`config.mk`:
```
export PLATFORM = sky130hd
export DESIGN_NAME = secure_xfer_ctrl
export DESIGN_NICKNAME = d
export VERILOG_FILES = /design/src/rtl/secure_xfer_pkg.sv /design/src/rtl/secure_key_check.sv /design/src/rtl/secure_xfer_ctrl.sv
export SDC_FILE = /design/constraint.sdc
export NUM_CORES = 1
export LEC_CHECK = 0
export BUFFER_PORTS_ARGS = -buffer_cell sky130_fd_sc_hd__buf_2
export CORE_UTILIZATION = 43
export CTS_CLUSTER_DIAMETER = 50
export DETAILED_ROUTE_END_ITERATION = 7
export GPL_ROUTABILITY_DRIVEN = 0
export GPL_TIMING_DRIVEN = 0
export PLACE_DENSITY = 0.79
export RECOVER_POWER = 50
export REMOVE_ABC_BUFFERS = 1
export SETUP_SLACK_MARGIN = 0.15
export SYNTH_ARGS = -nofsm -noshare
export SYNTH_HDL_FRONTEND = slang
export SYNTH_SLANG_ARGS = --single-unit
```
`constraint.sdc`:
```
create_clock -name clk -period 2.5 [get_ports clk]
set_input_delay 0.125 -clock clk [delete_from_list [all_inputs] [get_ports clk]]
set_output_delay 0.125 -clock clk [all_outputs]
set_load 0.02 [all_outputs]
```
`src/rtl/secure_xfer_pkg.sv`:
```
// secure_xfer_pkg
// Shared definitions for the key-gated block-transfer engine: FSM state
// encoding, transfer direction constants and default datapath widths.
// Optional build macro used by the engine: SECURE_XFER_SCRAMBLE_EN.
package secure_xfer_pkg;

  localparam int DATA_W_DEF = 32;
  localparam int ADDR_W_DEF = 10;
  localparam int LEN_W_DEF  = 8;
  localparam int KEY_W_DEF  = 16;

  localparam logic DIR_MEM2REG = 1'b0;
  localparam logic DIR_REG2MEM = 1'b1;

  typedef enum logic [2:0] {
    IDLE  = 3'd0,
    CHECK = 3'd1,
    READ  = 3'd2,
    WRITE = 3'd3,
    DONE  = 3'd4,
    ERR   = 3'd5
  } xfer_state_e;

endpackage

```
`src/rtl/secure_key_check.sv`:
```
// secure_key_check
// Combinational admission test for a captured burst request.
// Ports:
//   req_key_i, key_mem_i, key_reg_i : requester key and the two access keys
//   mem_addr_i, reg_addr_i          : burst start addresses
//   len_i                           : burst length in words
//   pass_o                          : 1 when keys match and both ranges fit
module secure_key_check
  import secure_xfer_pkg::*;
#(
  parameter int ADDR_W = ADDR_W_DEF,
  parameter int LEN_W  = LEN_W_DEF,
  parameter int KEY_W  = KEY_W_DEF
) (
  input  logic [KEY_W-1:0]  req_key_i,
  input  logic [KEY_W-1:0]  key_mem_i,
  input  logic [KEY_W-1:0]  key_reg_i,
  input  logic [ADDR_W-1:0] mem_addr_i,
  input  logic [ADDR_W-1:0] reg_addr_i,
  input  logic [LEN_W-1:0]  len_i,
  output logic              pass_o
);

  // One bit wider than the wider operand so the end address never wraps.
  localparam int SUM_W = ((ADDR_W > LEN_W) ? ADDR_W : LEN_W) + 1;

  logic [SUM_W-1:0] mem_end;
  logic [SUM_W-1:0] reg_end;
  logic [SUM_W-1:0] limit;
  logic             key_ok;

  assign limit   = SUM_W'(1) << ADDR_W;
  assign mem_end = SUM_W'(mem_addr_i) + SUM_W'(len_i);
  assign reg_end = SUM_W'(reg_addr_i) + SUM_W'(len_i);
  assign key_ok  = (req_key_i == key_mem_i) && (req_key_i == key_reg_i);
  assign pass_o  = key_ok && (mem_end <= limit) && (reg_end <= limit);

endmodule

```
`src/rtl/secure_xfer_ctrl.sv`:
```
// secure_xfer_ctrl
// Key-gated block-transfer engine between data memory and register file.
// A request is captured on req_valid && req_ready, checked for one cycle,
// then moved one word per READ/WRITE pair; done or err pulses at the end.
// Ports:
//   req_*                      : burst request handshake and fields
//   key_mem, key_reg           : access keys, sampled only in CHECK
//   mem_rd_*, mem_wr_*         : data memory read (1-cycle latency) / write
//   reg_rd_*, reg_wr_*         : register file read (1-cycle latency) / write
//   busy, done, err, xfer_cnt  : status
// Build option: SECURE_XFER_SCRAMBLE_EN XORs moved data with the
// requester key replicated across the word.
module secure_xfer_ctrl
  import secure_xfer_pkg::*;
#(
  parameter int DATA_W = DATA_W_DEF,
  parameter int ADDR_W = ADDR_W_DEF,
  parameter int LEN_W  = LEN_W_DEF,
  parameter int KEY_W  = KEY_W_DEF
) (
  input  logic              clk,
  input  logic              rst_n,
  input  logic              req_valid,
  output logic              req_ready,
  input  logic              req_dir,
  input  logic [ADDR_W-1:0] req_mem_addr,
  input  logic [ADDR_W-1:0] req_reg_addr,
  input  logic [LEN_W-1:0]  req_len,
  input  logic [KEY_W-1:0]  req_key,
  input  logic [KEY_W-1:0]  key_mem,
  input  logic [KEY_W-1:0]  key_reg,
  output logic              mem_rd_en,
  output logic [ADDR_W-1:0] mem_rd_addr,
  input  logic [DATA_W-1:0] mem_rd_data,
  output logic              mem_wr_en,
  output logic [ADDR_W-1:0] mem_wr_addr,
  output logic [DATA_W-1:0] mem_wr_data,
  output logic              reg_rd_en,
  output logic [ADDR_W-1:0] reg_rd_addr,
  input  logic [DATA_W-1:0] reg_rd_data,
  output logic              reg_wr_en,
  output logic [ADDR_W-1:0] reg_wr_addr,
  output logic [DATA_W-1:0] reg_wr_data,
  output logic              busy,
  output logic              done,
  output logic              err,
  output logic [LEN_W-1:0]  xfer_cnt
);

  xfer_state_e       state_q, state_d;
  logic              dir_q;
  logic [ADDR_W-1:0] mem_addr_q, mem_addr_d;
  logic [ADDR_W-1:0] reg_addr_q, reg_addr_d;
  logic [LEN_W-1:0]  len_q;
  logic [KEY_W-1:0]  key_q;
  logic [LEN_W-1:0]  xfer_cnt_q, xfer_cnt_d;
  logic              accept;
  logic              pass;
  logic [DATA_W-1:0] src_data;
  logic [DATA_W-1:0] xfer_data;

  assign accept = req_valid && (state_q == IDLE);

  secure_key_check #(
    .ADDR_W (ADDR_W),
    .LEN_W  (LEN_W),
    .KEY_W  (KEY_W)
  ) u_key_check (
    .req_key_i  (key_q),
    .key_mem_i  (key_mem),
    .key_reg_i  (key_reg),
    .mem_addr_i (mem_addr_q),
    .reg_addr_i (reg_addr_q),
    .len_i      (len_q),
    .pass_o     (pass)
  );

  always_ff @(posedge clk or negedge rst_n) begin
    if (!rst_n) begin
      state_q    <= IDLE;
      dir_q      <= DIR_MEM2REG;
      mem_addr_q <= '0;
      reg_addr_q <= '0;
      len_q      <= '0;
      key_q      <= '0;
      xfer_cnt_q <= '0;
    end else begin
      state_q    <= state_d;
      mem_addr_q <= mem_addr_d;
      reg_addr_q <= reg_addr_d;
      xfer_cnt_q <= xfer_cnt_d;
      if (accept) begin
        dir_q <= req_dir;
        len_q <= req_len;
        key_q <= req_key;
      end
    end
  end

  always_comb begin
    state_d    = state_q;
    mem_addr_d = mem_addr_q;
    reg_addr_d = reg_addr_q;
    xfer_cnt_d = xfer_cnt_q;
    unique case (state_q)
      IDLE: begin
        if (accept) begin
          state_d    = CHECK;
          mem_addr_d = req_mem_addr;
          reg_addr_d = req_reg_addr;
          xfer_cnt_d = '0;
        end
      end
      CHECK: begin
        if (!pass)              state_d = ERR;
        else if (len_q == '0)   state_d = DONE;
        else                    state_d = READ;
      end
      READ: state_d = WRITE;
      WRITE: begin
        mem_addr_d = mem_addr_q + ADDR_W'(1);
        reg_addr_d = reg_addr_q + ADDR_W'(1);
        xfer_cnt_d = xfer_cnt_q + LEN_W'(1);
        state_d    = (xfer_cnt_d == len_q) ? DONE : READ;
      end
      DONE:    state_d = IDLE;
      ERR:     state_d = IDLE;
      default: state_d = IDLE;
    endcase
  end

  // Read data arrives in the WRITE cycle and is forwarded combinationally.
  assign src_data = (dir_q == DIR_REG2MEM) ? reg_rd_data : mem_rd_data;

`ifdef SECURE_XFER_SCRAMBLE_EN
  logic [DATA_W-1:0] mask;
  for (genvar gi = 0; gi < DATA_W; gi++) begin : g_mask
    assign mask[gi] = key_q[gi % KEY_W];
  end
  assign xfer_data = src_data ^ mask;
`else
  assign xfer_data = src_data;
`endif

  // Strobes decode straight from the state register so the asynchronous
  // reset removes them immediately.
  assign mem_rd_en = (state_q == READ)  && (dir_q == DIR_MEM2REG);
  assign reg_rd_en = (state_q == READ)  && (dir_q == DIR_REG2MEM);
  assign mem_wr_en = (state_q == WRITE) && (dir_q == DIR_REG2MEM);
  assign reg_wr_en = (state_q == WRITE) && (dir_q == DIR_MEM2REG);

  assign mem_rd_addr = mem_rd_en ? mem_addr_q : '0;
  assign reg_rd_addr = reg_rd_en ? reg_addr_q : '0;
  assign mem_wr_addr = mem_wr_en ? mem_addr_q : '0;
  assign reg_wr_addr = reg_wr_en ? reg_addr_q : '0;
  assign mem_wr_data = mem_wr_en ? xfer_data  : '0;
  assign reg_wr_data = reg_wr_en ? xfer_data  : '0;

  assign req_ready = (state_q == IDLE);
  assign busy      = (state_q != IDLE);
  assign done      = (state_q == DONE);
  assign err       = (state_q == ERR);
  assign xfer_cnt  = xfer_cnt_q;

endmodule

```
==> flow_results.xml, run 1 <==
<?xml version="1.0" encoding="UTF-8"?>
<metrics>
  <group name="status">
    <metric name="run_status" unit="">completed</metric>
  </group>
  <group name="timing">
    <metric name="final.min_clock_period" unit="ns">2.49</metric>
    <metric name="slew_viol_final" unit="">0</metric>
    <metric name="slew-limit-headroom" unit="%">3.08</metric>
    <metric name="layout_worst_path_cycle_share" unit="%">99.5</metric>
    <metric name="postLayoutSetupSlackWorst" unit="ns">0.0126</metric>
    <metric name="unrepaired_setup_endpoints_after_global_routing" unit="">yes</metric>
    <metric name="report.final.setup_viol" unit="">0</metric>
    <metric name="max_clock_freq" unit="MHz">402</metric>
    <metric name="finalClockSkew" unit="ns">0.00625</metric>
    <metric name="tightest_slew" unit="ns">1.45</metric>
    <metric name="timing_hold_violations_final" unit="">0</metric>
  </group>
  <group name="clock_network">
    <metric name="htreeDepth" unit="">2</metric>
    <metric name="root_buffer" unit="">clkbuf_8</metric>
    <metric name="tritoncts.num_buffers" unit="">5</metric>
    <metric name="clkLatencyLatePin" unit="ns">0.33</metric>
    <metric name="cts.sink_count" unit="">56</metric>
    <metric name="cts-root-to-sink-buffers" unit="">2</metric>
    <metric name="cts.reportedPaths.clkPinSlew" unit="ns">0.11</metric>
    <metric name="tritoncts" unit="">yes</metric>
  </group>
  <group name="route">
    <metric name="drt_first_pass_iters" unit="">5</metric>
    <metric name="post_drt_via_cell_ratio" unit="">5.53</metric>
    <metric name="final_antenna_net_count" unit="">0</metric>
    <metric name="drc_errors" unit="">0</metric>
    <metric name="avgRoutedWirePerCell" unit="µm">16.5</metric>
    <metric name="routed-via-count" unit="">5439</metric>
    <metric name="total_wirelength" unit="mm">16.3</metric>
    <metric name="detail_route.iter0.violations" unit="">382</metric>
  </group>
  <group name="power">
    <metric name="comb_power_share" unit="%">54.8</metric>
    <metric name="vdd.ir_drop.worst" unit="mV">0.526</metric>
    <metric name="pwr_density_cell" unit="nW/µm²">908</metric>
    <metric name="power.static_leakage" unit="nW">3.59</metric>
    <metric name="seq_power_share" unit="%">33.7</metric>
    <metric name="power.share.switching" unit="%">48.2</metric>
    <metric name="internal_power" unit="W">0.00299</metric>
    <metric name="p_clk_share" unit="%">11.5</metric>
    <metric name="switchingPower" unit="W">0.00278</metric>
  </group>
  <group name="synth">
    <metric name="ys_async_sr_fraction" unit="%">100</metric>
    <metric name="synth-edff-count" unit="">0</metric>
    <metric name="synthDistinctLibCells" unit="">52</metric>
    <metric name="seq_area_frac_synth" unit="%">31.4</metric>
    <metric name="post_synth_instance_area" unit="µm²">4460</metric>
    <metric name="most_frequently_used_cell_type_in_the_post_synthesis_netlist" unit="">nand2_1</metric>
    <metric name="synth_largest_type_area_fraction" unit="%">31.4</metric>
    <metric name="synth.largest_area_cell" unit="">dfrtp_1</metric>
    <metric name="ys.warnings.count" unit="">0</metric>
    <metric name="postSynthRegisterBits" unit="">56</metric>
    <metric name="ys_dominant_reg_cell" unit="">dfrtp_1</metric>
    <metric name="synth.avg_cell_area" unit="µm²">7.70</metric>
    <metric name="post_synth_main_area_contributors" unit="">dfrtp_1 31%, and3_1 9.8%, and2_1 9.1%</metric>
    <metric name="syn-instance-count" unit="">579</metric>
    <metric name="synth_common_cells" unit="">103 x nand2_1, 70 x and3_1, 65 x and2_1, 56 x dfrtp_1, 33 x nor2_1</metric>
  </group>
  <group name="floorplanning">
    <metric name="placement_rows" unit="">36</metric>
    <metric name="floorplan.io_pins" unit="">264</metric>
    <metric name="core_area" unit="µm²">9910</metric>
    <metric name="initial_core_util" unit="%">45.0</metric>
    <metric name="die_area" unit="µm²">10800</metric>
    <metric name="die_w" unit="µm">104</metric>
    <metric name="vertical_extent_of_the_die" unit="µm">104</metric>
  </group>
  <group name="grt">
    <metric name="grt-busiest-layer" unit="">met2</metric>
    <metric name="grt_use_total" unit="%">28.4</metric>
    <metric name="globalRouteMet2Util" unit="%">46.8</metric>
    <metric name="grt_antenna_before_repair" unit="">0</metric>
    <metric name="first_global_vias" unit="">5129</metric>
    <metric name="grt_remaining_overflow" unit="">0</metric>
    <metric name="grtUsageMet3" unit="%">4.41</metric>
    <metric name="grt_max_degree" unit="">57</metric>
    <metric name="grtUsageMet1" unit="%">37.6</metric>
    <metric name="global_route_wire_length_before_repair" unit="mm">25.0</metric>
  </group>
  <group name="critical_path">
    <metric name="worstPathBufferInverterCount" unit="">2</metric>
    <metric name="critical_path_cell_sequence" unit="">inv_1 &gt; nor3_1 &gt; clkbuf_1 &gt; and3_1 &gt; a211oi_1 &gt; a311oi_1</metric>
    <metric name="crit_path_max_incr_delay" unit="ns">0.55</metric>
    <metric name="worstPathRequired" unit="ns">2.73</metric>
    <metric name="crit_path_start_kind" unit="">flop</metric>
    <metric name="timing_worst_setup_path_type" unit="">flop to flop</metric>
    <metric name="crit_fanout" unit="">11</metric>
    <metric name="critPathSlowestCell" unit="">dfrtp_1</metric>
    <metric name="critical-path-top-delay-family" unit="">simple AND/OR/NAND/NOR gates</metric>
    <metric name="crit_path_end_kind" unit="">flop</metric>
    <metric name="critical_path_arrival" unit="ns">2.72</metric>
  </group>
  <group name="placement">
    <metric name="place_inst" unit="">945</metric>
    <metric name="dp.final_hpwl" unit="mm">11.3</metric>
    <metric name="buffer_ports.inserted" unit="">263</metric>
    <metric name="pre_cts_slack" unit="ns">-0.628</metric>
    <metric name="postPlaceCellArea" unit="µm²">5910</metric>
  </group>
  <group name="cells_and_area">
    <metric name="post_route_cells_drive_above_1_share" unit="%">34.8</metric>
    <metric name="syn2layout_area_growth" unit="%">42.5</metric>
    <metric name="finish.net_count" unit="">1015</metric>
    <metric name="n_antenna_cell" unit="">0</metric>
    <metric name="fillers" unit="">875</metric>
    <metric name="fin_cells" unit="">984</metric>
    <metric name="final_core_utilization" unit="%">64.1</metric>
    <metric name="final_area" unit="µm²">6360</metric>
  </group>
  <group name="flow_run">
    <metric name="drv.max_cap_violation_count" unit="">0</metric>
  </group>
  <group name="hold_path">
    <metric name="holdCritPathClass" unit="">input pin to flop</metric>
  </group>
</metrics>
sequential cells by signal (all words and copies together) (netlist names):
register    flops
dir_q           1
key_q          16
len_q           8
mem_addr_q     10
reg_addr_q     10
state_q         3
xfer_cnt        8
cell type report:
cell class / instances / area [µm²] / area share [%]
multi-input cells: 482 / 2980 / 46.9
repair buffers: 298 / 1650 / 25.9
flip-flops and latches: 56 / 1410 / 22.2
well taps: 133 / 166 / 2.62
clock buffers: 6 / 82.6 / 1.30
clock inverters: 2 / 38.8 / 0.610
inverters: 7 / 26.3 / 0.413
power groups by stage:
stage	Combinational (W)	Sequential (W)	Clock [W]
after floorplan	0.00214	0.00169	0
after global placement	0.00263	0.00191	0
after detailed placement	0.00281	0.00193	0
after CTS	0.00309	0.00191	0.000675
after global routing	0.00351	0.00200	0.000706
final	0.00316	0.00194	0.000666
per-layer routing:
metal	vias to the layer above	wire, µm
met2	256	7900
met4	0	417
li1	2602	-
met5	-	0
met3	43	1150
met1	2538	6790
metrics by stage:
step	setup TNS [ns]	power, W	hold slack, ns
floorplan	-3.59	0.00383	-0.171
finish	0	0.00577	0.00454
global route	-0.302	0.00622	0.0189
global placement	-81.20	0.00455	0.314
detailed placement	-4.38	0.00474	0.319
CTS	0	0.00568	0.000556
placed cells by master (no fill, tap or decap), types with 3 or more instances in the layout:
cell,count
nand3_1,18
buf_2,250
clkbuf_8,6
a311oi_1,6
and2_1,64
dfrtp_1,49
o2111ai_1,3
a21oi_1,19
and3_1,70
a22oi_1,3
xor2_1,5
clkbuf_1,14
a31oi_1,4
ha_1,17
a211oi_1,13
nor3_1,19
o21ai_0,24
inv_1,7
nand2_1,101
dlygate4sd3_1,24
nor4_1,4
buf_4,5
a21o_1,6
nor2_1,31
dfrtp_2,7
nand4b_1,3
o22ai_1,9
xnor2_1,15
final timing paths:
check / from / slack [ns] / to / cells past startpoint
max: state_q[1] / 0.01 / reg_addr_q[8] / 6
min: req_key[3] / 0.005 / key_q[3] / 3
max reg2reg: state_q[1] / 0.01 / reg_addr_q[8] / 6
min reg2reg: key_q[1] / 0.51 / key_q[1] / 2
max in group asynchronous: rst_n / 0.85 / reg_addr_q[0] / 2
min in group asynchronous: rst_n / 0.66 / key_q[12] / 2
cells by family (layout without fill, tap and decap cells):
kind of cell	count (synthesis)	count (layout)	share of synthesized area, %
buffers and inverters	42	313	3.62
XOR/XNOR	20	20	3.93
AND/OR/NAND/NOR	332	333	38.7
adder cells (fa/ha/maj)	21	21	6.23
flip-flops	56	56	31.4
AO/OA/AOI/OAI	108	108	16.1
tightest hold or removal path, stage by stage:
cell and delay [ns]:
buf_2 0.08, nand2_1 0.04, nand2_1 0.06
what timing repair did:
item | 4_1_cts | 5_1_grt
cloned | 0 | 1
pin swaps | 6 | 1
hold endpoints to repair | 22 | 57
hold buffers | 22 | 2
gates resized for setup | 22 | 4
buffers inserted | 6 | 0
endpoints found under the setup margin | 127 | 41
Power figures use the tool's default switching activity.
==> inputs of run 2 (changes only) <==
--- a/config.mk
+++ b/config.mk
@@ -11,8 +11,8 @@
 export DETAILED_ROUTE_END_ITERATION = 7
 export GPL_ROUTABILITY_DRIVEN = 0
 export GPL_TIMING_DRIVEN = 0
+export MAX_ROUTING_LAYER = met4
 export PLACE_DENSITY = 0.79
-export RECOVER_POWER = 50
 export REMOVE_ABC_BUFFERS = 1
 export SETUP_SLACK_MARGIN = 0.15
 export SYNTH_ARGS = -nofsm -noshare
==> run 2 against run 1 <==
Against the previous run: final area rose by 0.91%; sequential share of layout area is 0.20 points lower; first-iteration DRC count grew 7.1%; non-clock buffer count did not move; clock skew is essentially flat; combinational power rose by 1%; hold slack improved by 0.0019 ns; clock-buffer cell count did not move; maximum frequency rose by 2.8%; critical path type unchanged; critical endpoint is now state_q[2]; highest routed layer unchanged.
==> flow_results.xml, run 2 (synthesized netlist as in run 1, its figures left out) <==
<?xml version="1.0" encoding="UTF-8"?>
<metrics>
  <group name="route">
    <metric name="detail_route.iter0.violations" unit="">409</metric>
    <metric name="avgRoutedWirePerCell" unit="µm">16.5</metric>
    <metric name="drc_errors" unit="">0</metric>
    <metric name="final_antenna_net_count" unit="">0</metric>
    <metric name="drt_first_pass_iters" unit="">4</metric>
    <metric name="routed-via-count" unit="">5425</metric>
    <metric name="post_drt_via_cell_ratio" unit="">5.51</metric>
    <metric name="total_wirelength" unit="mm">16.2</metric>
  </group>
  <group name="timing">
    <metric name="finalClockSkew" unit="ns">0.00628</metric>
    <metric name="timing_hold_violations_final" unit="">0</metric>
    <metric name="report.final.setup_viol" unit="">0</metric>
    <metric name="tightest_slew" unit="ns">0.736</metric>
    <metric name="fin_tns_setup" unit="ns">0</metric>
    <metric name="layout_worst_path_cycle_share" unit="%">96.7</metric>
    <metric name="slew-limit-headroom" unit="%">50.9</metric>
    <metric name="final.min_clock_period" unit="ns">2.42</metric>
    <metric name="unrepaired_setup_endpoints_after_global_routing" unit="">yes</metric>
    <metric name="slew_viol_final" unit="">0</metric>
    <metric name="max_clock_freq" unit="MHz">413</metric>
  </group>
  <group name="power">
    <metric name="p_clk_share" unit="%">11.4</metric>
    <metric name="pwr_density_cell" unit="nW/µm²">906</metric>
    <metric name="report.power.total" unit="W">0.00581</metric>
    <metric name="power.static_leakage" unit="nW">3.66</metric>
    <metric name="comb_power_share" unit="%">55.1</metric>
    <metric name="seq_power_share" unit="%">33.5</metric>
    <metric name="power.share.switching" unit="%">48.0</metric>
    <metric name="switchingPower" unit="W">0.00279</metric>
    <metric name="vdd.ir_drop.worst" unit="mV">0.523</metric>
    <metric name="internal_power" unit="W">0.00302</metric>
  </group>
  <group name="cells_and_area">
    <metric name="seqCellArea" unit="µm²">1410</metric>
    <metric name="fin_cells" unit="">984</metric>
    <metric name="biggestRegsByFlops" unit="">key_q x16, mem_addr_q x10, reg_addr_q x10</metric>
    <metric name="layout_commonest_cell" unit="">buf_2</metric>
    <metric name="registers.top_by_ff_count" unit="">key_q</metric>
    <metric name="n_antenna_cell" unit="">0</metric>
    <metric name="final_area" unit="µm²">6410</metric>
    <metric name="finish.net_count" unit="">1015</metric>
    <metric name="fillers" unit="">868</metric>
    <metric name="syn2layout_area_growth" unit="%">43.8</metric>
    <metric name="multi_input_comb_area" unit="µm²">3000</metric>
    <metric name="layout_common_cells" unit="">263 x buf_2, 101 x nand2_1, 70 x and3_1</metric>
    <metric name="post_route_cells_drive_above_1_share" unit="%">36.7</metric>
    <metric name="largest_register_ffs" unit="">16</metric>
  </group>
  <group name="floorplanning">
    <metric name="placement_rows" unit="">36</metric>
    <metric name="initial_core_util" unit="%">45.0</metric>
    <metric name="floorplan.io_pins" unit="">264</metric>
    <metric name="core_area" unit="µm²">9910</metric>
    <metric name="vertical_extent_of_the_die" unit="µm">104</metric>
    <metric name="die_area" unit="µm²">10800</metric>
    <metric name="die_w" unit="µm">104</metric>
  </group>
  <group name="clock_network">
    <metric name="htreeDepth" unit="">2</metric>
    <metric name="tritoncts" unit="">yes</metric>
    <metric name="clkLatencyLatePin" unit="ns">0.33</metric>
    <metric name="cts-root-to-sink-buffers" unit="">2</metric>
    <metric name="cts.sink_count" unit="">56</metric>
    <metric name="cts.reportedPaths.clkPinSlew" unit="ns">0.11</metric>
    <metric name="tritoncts.num_buffers" unit="">5</metric>
    <metric name="root_buffer" unit="">clkbuf_8</metric>
  </group>
  <group name="grt">
    <metric name="global_route_wire_length_before_repair" unit="mm">24.9</metric>
    <metric name="grt_antenna_before_repair" unit="">0</metric>
    <metric name="grt_remaining_overflow" unit="">0</metric>
    <metric name="grt_max_degree" unit="">57</metric>
    <metric name="first_global_vias" unit="">5142</metric>
    <metric name="grt_use_total" unit="%">29.2</metric>
  </group>
  <group name="critical_path">
    <metric name="timing_worst_setup_path_type" unit="">flop to flop</metric>
    <metric name="critical_path_arrival" unit="ns">2.63</metric>
    <metric name="crit_path_end_kind" unit="">flop</metric>
    <metric name="crit_path_start_kind" unit="">flop</metric>
    <metric name="crit_fanout" unit="">4</metric>
    <metric name="worstPathRequired" unit="ns">2.71</metric>
  </group>
  <group name="placement">
    <metric name="buffer_ports.inserted" unit="">263</metric>
    <metric name="place_inst" unit="">945</metric>
    <metric name="postPlaceCellArea" unit="µm²">5910</metric>
    <metric name="dp.final_hpwl" unit="mm">11.3</metric>
  </group>
  <group name="hold_path">
    <metric name="holdCritPathClass" unit="">input pin to flop</metric>
  </group>
  <group name="flow_run">
    <metric name="drv.max_cap_violation_count" unit="">0</metric>
  </group>
  <group name="status">
    <metric name="run_status" unit="">completed</metric>
  </group>
</metrics>
==> run 2: cell count changes in the layout (fill, tap and decap cells not counted) <==
| cell | change |
|---|---|
| clkbuf_1 | -14 |
| buf_16 | +1 |
| clkbuf_2 | -2 |
| nor3_4 | +1 |
| and2_2 | +1 |
| buf_2 | +13 |
| nor3_1 | -1 |
| and2_0 | -1 |
| buf_4 | +2 |
==> run 2: timing repair <==
action	4_1_cts	5_1_grt
buffers inserted	6	0
hold endpoints to repair	22	57
pin swaps	6	1
gates resized for setup	22	4
gates cloned	0	1
setup endpoints to repair	127	40
hold buffers	22	2
==> run 2: routing by layer <==
layer  wire length [µm]  vias up  part of all wire (%)  global-route usage [%]
met5                  0        -                     0                       -
met4                418        0                   2.6                    10.5
met3               1000       49                   6.2                    3.59
met2               7840      236                    48                    47.0
met1               6980     2538                    43                    37.8
li1                   -     2602                     -                       -
==> run 2: path summary, 6_finish.rpt <==
kind | endpoint | startpoint | slack, ns | cells past startpoint
max | state_q[2] | len_q[0] | 0.08 | 8
min | key_q[3] | req_key[3] | 0.006 | 3
max reg2reg | state_q[2] | len_q[0] | 0.08 | 8
min reg2reg | key_q[1] | key_q[1] | 0.51 | 2
max in group asynchronous | len_q[0] | rst_n | 1.57 | 2
min in group asynchronous | key_q[12] | rst_n | 0.38 | 2
==> run 2: power by group through the flow <==
stage          logic, W  clock network, W  registers, W
4_1_cts         0.00309          0.000675       0.00191
5_1_grt         0.00355          0.000704       0.00201
3_3_place_gp    0.00263                 0       0.00191
3_5_place_dp    0.00281                 0       0.00193
2_1_floorplan   0.00214                 0       0.00169
6_report        0.00320          0.000665       0.00195
==> run 2: worst max-delay path: stages, from the launching register on <==
cell and delay (ns):
dfrtp_2 0.47, ha_1 0.24, fa_1 0.47, a31oi_4 0.21, o21ai_1 0.15, a211oi_1 0.20
o2111ai_1 0.17, a22oi_2 0.30, a21oi_1 0.10
==> run 2: per-stage QoR <==
stage               setup WS [ns]  hold WS [ns]  util [%]
floorplan                  -0.265        -0.171         -
global placement            -1.41         0.314      58.6
detailed placement         -0.628         0.319      59.6
CTS                         0.114      0.000556      64.3
global route              -0.0600        0.0195      64.7
finish                     0.0814       0.00641      64.7
==> run 2: cell type report <==
type / count / area share (%)
clock buffer: 6 / 1.29
clock inverter: 2 / 0.605
tap: 133 / 2.59
sequential: 56 / 22.0
timing repair buffer: 298 / 26.4
multi-input combinational: 482 / 46.7
inverter: 7 / 0.410
==> inputs of run 3 (changes only) <==
--- a/config.mk
+++ b/config.mk
@@ -5,14 +5,16 @@
 export SDC_FILE = /design/constraint.sdc
 export NUM_CORES = 1
 export LEC_CHECK = 0
+export ABC_AREA = 1
 export BUFFER_PORTS_ARGS = -buffer_cell sky130_fd_sc_hd__buf_2
 export CORE_UTILIZATION = 43
+export CTS_BUF_LIST = sky130_fd_sc_hd__clkbuf_8
 export CTS_CLUSTER_DIAMETER = 50
 export DETAILED_ROUTE_END_ITERATION = 7
 export GPL_ROUTABILITY_DRIVEN = 0
 export GPL_TIMING_DRIVEN = 0
 export MAX_ROUTING_LAYER = met4
-export PLACE_DENSITY = 0.79
+export PLACE_DENSITY = 0.78
 export REMOVE_ABC_BUFFERS = 1
 export SETUP_SLACK_MARGIN = 0.15
 export SYNTH_ARGS = -nofsm -noshare
==> run 3 against run 2 <==
Against the previous run: combinational power is 9.7% higher; flip-flop and latch count unchanged; synthesized area up 8.8%; synthesized cell count is 37% higher; clock power fell by 23%; worst setup slack gained 0.096 ns; clock-buffer cell count shrank 1; die area rose by 8.6%; utilization decreased by 4.6 points; routed wire length decreased by 5.4%; sequential power down 8%; sequential share of layout area down 0.65 points; highest routed layer unchanged.
==> flow_results.xml, run 3 <==
<?xml version="1.0" encoding="UTF-8"?>
<metrics>
  <group name="timing">
    <metric name="timing_hold_violations_final" unit="">0</metric>
    <metric name="slew_viol_final" unit="">0</metric>
    <metric name="max_clock_freq" unit="MHz">431</metric>
    <metric name="holdWs" unit="ns">0.00253</metric>
    <metric name="report.final.setup_viol" unit="">0</metric>
    <metric name="tightest_slew" unit="ns">0.711</metric>
    <metric name="layout_worst_path_cycle_share" unit="%">92.9</metric>
    <metric name="final.min_clock_period" unit="ns">2.32</metric>
    <metric name="fin_tns_setup" unit="ns">0</metric>
    <metric name="finalClockSkew" unit="ns">0.00962</metric>
    <metric name="slew-limit-headroom" unit="%">52.6</metric>
    <metric name="unrepaired_setup_endpoints_after_global_routing" unit="">yes</metric>
  </group>
  <group name="synth">
    <metric name="synthDistinctLibCells" unit="">37</metric>
    <metric name="ys_dominant_reg_cell" unit="">dfrtp_1</metric>
    <metric name="synth_largest_type_area_fraction" unit="%">28.9</metric>
    <metric name="synth_common_cells" unit="">197 x nand2_1, 163 x nor2_1, 130 x inv_1, 56 x dfrtp_1, 33 x nand3_1</metric>
    <metric name="most_frequently_used_cell_type_in_the_post_synthesis_netlist" unit="">nand2_1</metric>
    <metric name="seq_area_frac_synth" unit="%">28.9</metric>
    <metric name="post_synth_instance_area" unit="µm²">4850</metric>
    <metric name="postSynthRegisterBits" unit="">56</metric>
    <metric name="post_synth_main_area_contributors" unit="">dfrtp_1 29%, nand2_1 15%, nor2_1 13%</metric>
    <metric name="synth-edff-count" unit="">0</metric>
    <metric name="ys_async_sr_fraction" unit="%">100</metric>
    <metric name="ys.warnings.count" unit="">0</metric>
    <metric name="synth.largest_area_cell" unit="">dfrtp_1</metric>
    <metric name="syn-instance-count" unit="">792</metric>
    <metric name="synth.avg_cell_area" unit="µm²">6.12</metric>
  </group>
  <group name="route">
    <metric name="post_drt_via_cell_ratio" unit="">4.84</metric>
    <metric name="avgRoutedWirePerCell" unit="µm">12.9</metric>
    <metric name="drt_first_pass_iters" unit="">5</metric>
    <metric name="routed-via-count" unit="">5774</metric>
    <metric name="detail_route.iter0.violations" unit="">279</metric>
    <metric name="total_wirelength" unit="mm">15.4</metric>
    <metric name="drc_errors" unit="">0</metric>
    <metric name="final_antenna_net_count" unit="">0</metric>
  </group>
  <group name="clock_network">
    <metric name="tritoncts" unit="">yes</metric>
    <metric name="root_buffer" unit="">clkbuf_8</metric>
    <metric name="cts.sink_count" unit="">56</metric>
    <metric name="cts-root-to-sink-buffers" unit="">2</metric>
    <metric name="cts.reportedPaths.clkPinSlew" unit="ns">0.10</metric>
    <metric name="clkLatencyLatePin" unit="ns">0.31</metric>
    <metric name="tritoncts.num_buffers" unit="">5</metric>
    <metric name="htreeDepth" unit="">2</metric>
  </group>
  <group name="placement">
    <metric name="buffer_ports.inserted" unit="">263</metric>
    <metric name="dp.final_hpwl" unit="mm">12.2</metric>
    <metric name="postPlaceCellArea" unit="µm²">6290</metric>
  </group>
  <group name="critical_path">
    <metric name="timing_worst_setup_path_type" unit="">flop to flop</metric>
    <metric name="critical_path_arrival" unit="ns">2.53</metric>
    <metric name="path_depth" unit="">13</metric>
    <metric name="crit_path_start_kind" unit="">flop</metric>
    <metric name="critPathSlowestCell" unit="">dfrtp_2</metric>
    <metric name="crit_path_max_incr_delay" unit="ns">0.49</metric>
    <metric name="critical_path_cell_sequence" unit="">ha_4 &gt; fa_1 &gt; or2_4 &gt; nor2_2 &gt; nand3_1 &gt; nor2_1 &gt; nand2_1 &gt; nor2_2 &gt; nand2_1 &gt; nand2_2 &gt; nand3_4 &gt; o21ai_2 &gt; nand2_1</metric>
    <metric name="worstPathBufferInverterCount" unit="">0</metric>
    <metric name="r2r_cells" unit="">13</metric>
    <metric name="worstPathRequired" unit="ns">2.71</metric>
    <metric name="critical-path-top-cell-by-count" unit="">nand2_1</metric>
    <metric name="critical-path-top-delay-family" unit="">simple AND/OR/NAND/NOR gates</metric>
    <metric name="crit_path_end_kind" unit="">flop</metric>
    <metric name="crit_fanout" unit="">4</metric>
  </group>
  <group name="floorplanning">
    <metric name="die_w" unit="µm">108</metric>
    <metric name="vertical_extent_of_the_die" unit="µm">108</metric>
    <metric name="placement_rows" unit="">38</metric>
    <metric name="die_area" unit="µm²">11700</metric>
    <metric name="initial_core_util" unit="%">44.4</metric>
    <metric name="floorplan.io_pins" unit="">264</metric>
    <metric name="core_area" unit="µm²">10900</metric>
  </group>
  <group name="cells_and_area">
    <metric name="seqCellArea" unit="µm²">1400</metric>
    <metric name="fillers" unit="">1032</metric>
    <metric name="final_area" unit="µm²">6580</metric>
    <metric name="biggestRegsByFlops" unit="">key_q x16, mem_addr_q x10, reg_addr_q x10</metric>
    <metric name="layout_common_cells" unit="">262 x buf_2, 193 x nand2_1, 155 x nor2_1</metric>
    <metric name="layout_commonest_cell" unit="">buf_2</metric>
    <metric name="largest_register_ffs" unit="">16</metric>
    <metric name="syn2layout_area_growth" unit="%">35.6</metric>
    <metric name="finish.net_count" unit="">1215</metric>
    <metric name="final_core_utilization" unit="%">60.2</metric>
    <metric name="post_route_cells_drive_above_1_share" unit="%">29.9</metric>
    <metric name="registers.top_by_ff_count" unit="">key_q</metric>
    <metric name="multi_input_comb_area" unit="µm²">2910</metric>
  </group>
  <group name="grt">
    <metric name="global_route_wire_length_before_repair" unit="mm">23.2</metric>
    <metric name="first_global_vias" unit="">5049</metric>
    <metric name="grt_use_total" unit="%">26.5</metric>
    <metric name="grt_max_degree" unit="">57</metric>
    <metric name="grt_remaining_overflow" unit="">0</metric>
    <metric name="grt_antenna_before_repair" unit="">1</metric>
  </group>
  <group name="power">
    <metric name="pwr_density_cell" unit="nW/µm²">884</metric>
    <metric name="power.static_leakage" unit="nW">4.06</metric>
    <metric name="vdd.ir_drop.worst" unit="mV">0.412</metric>
    <metric name="report.power.total" unit="W">0.00582</metric>
  </group>
  <group name="flow_run">
    <metric name="drv.max_cap_violation_count" unit="">0</metric>
  </group>
  <group name="hold_path">
    <metric name="holdCritPathClass" unit="">input pin to flop</metric>
    <metric name="timing.hold.worst_path_depth" unit="">3</metric>
  </group>
  <group name="status">
    <metric name="run_status" unit="">completed</metric>
  </group>
</metrics>
[run 3: kinds of logic after synthesis]
| family | synth area share (%) |
|---|---|
| AND/OR/NAND/NOR | 36.1 |
| XOR/XNOR | 7.22 |
| flip-flops | 28.9 |
| AO/OA/AOI/OAI | 8.77 |
| adder cells (fa/ha/maj) | 5.73 |
| buffers and inverters | 13.3 |
[run 3: final timing paths]
kind	startpoint	endpoint	slack [ns]
setup reg to reg	len_q[0]	state_q[2]	0.18
min in group asynchronous	rst_n	key_q[6]	0.41
setup / recovery	len_q[0]	state_q[2]	0.18
max in group asynchronous	rst_n	len_q[0]	1.59
hold reg to reg	state_q[0]	state_q[0]	0.51
hold / removal	req_key[8]	key_q[8]	0.003
[run 3: what timing repair did]
action	in CTS	in global routing
cloned	0	0
hold buffers	4	1
buffers inserted	4	0
endpoints found under the setup margin	139	6
endpoints found under the hold margin	4	56
pin swaps	14	5
resized for setup	24	10
[run 3: cell type report]
class,instances,area share (%)
antenna,1,0.0380
clock buffer,5,1.05
clock inverter,3,0.266
inverter,149,8.69
multi-input combinational,565,44.3
sequential,56,21.3
tap,140,2.66
timing repair buffer,273,21.7
[run 3: worst register-to-register path, delay by kind of cell (launching register included)]
kind,cells,cell delay [ns]
AOI/OAI and AO/OA,1,0.14
and+or+nand+nor,10,0.96
DFF,1,0.49
adders and majority gates,2,0.64
[run 3: routing by layer]
metal	routed length (µm)	part of all wire (%)	up-vias	GRT usage, %
li1	-	-	2943	-
met1	6040	39	2574	28.9
met2	8080	53	236	50.1
met3	892	5.8	21	2.47
met4	361	2.3	0	8.41
met5	0	0	-	-
[run 3: metrics by stage]
step	instances	worst slack (ns)
4_1_cts	1190	0.128
6_report	1192	0.178
3_3_place_gp	1173	-1.82
5_1_grt	1192	-0.0170
2_1_floorplan	770	-0.645
3_5_place_dp	1174	-0.854
[run 3: where the power goes]
group          switching (W)  total, W  internal [W]  leakage (nW)
Combinational        0.00212   0.00351       0.00139          3.32
Clock               0.000313  0.000510      0.000197        0.0497
Sequential          0.000525   0.00180       0.00127         0.687
Total                0.00295   0.00582       0.00286          4.06
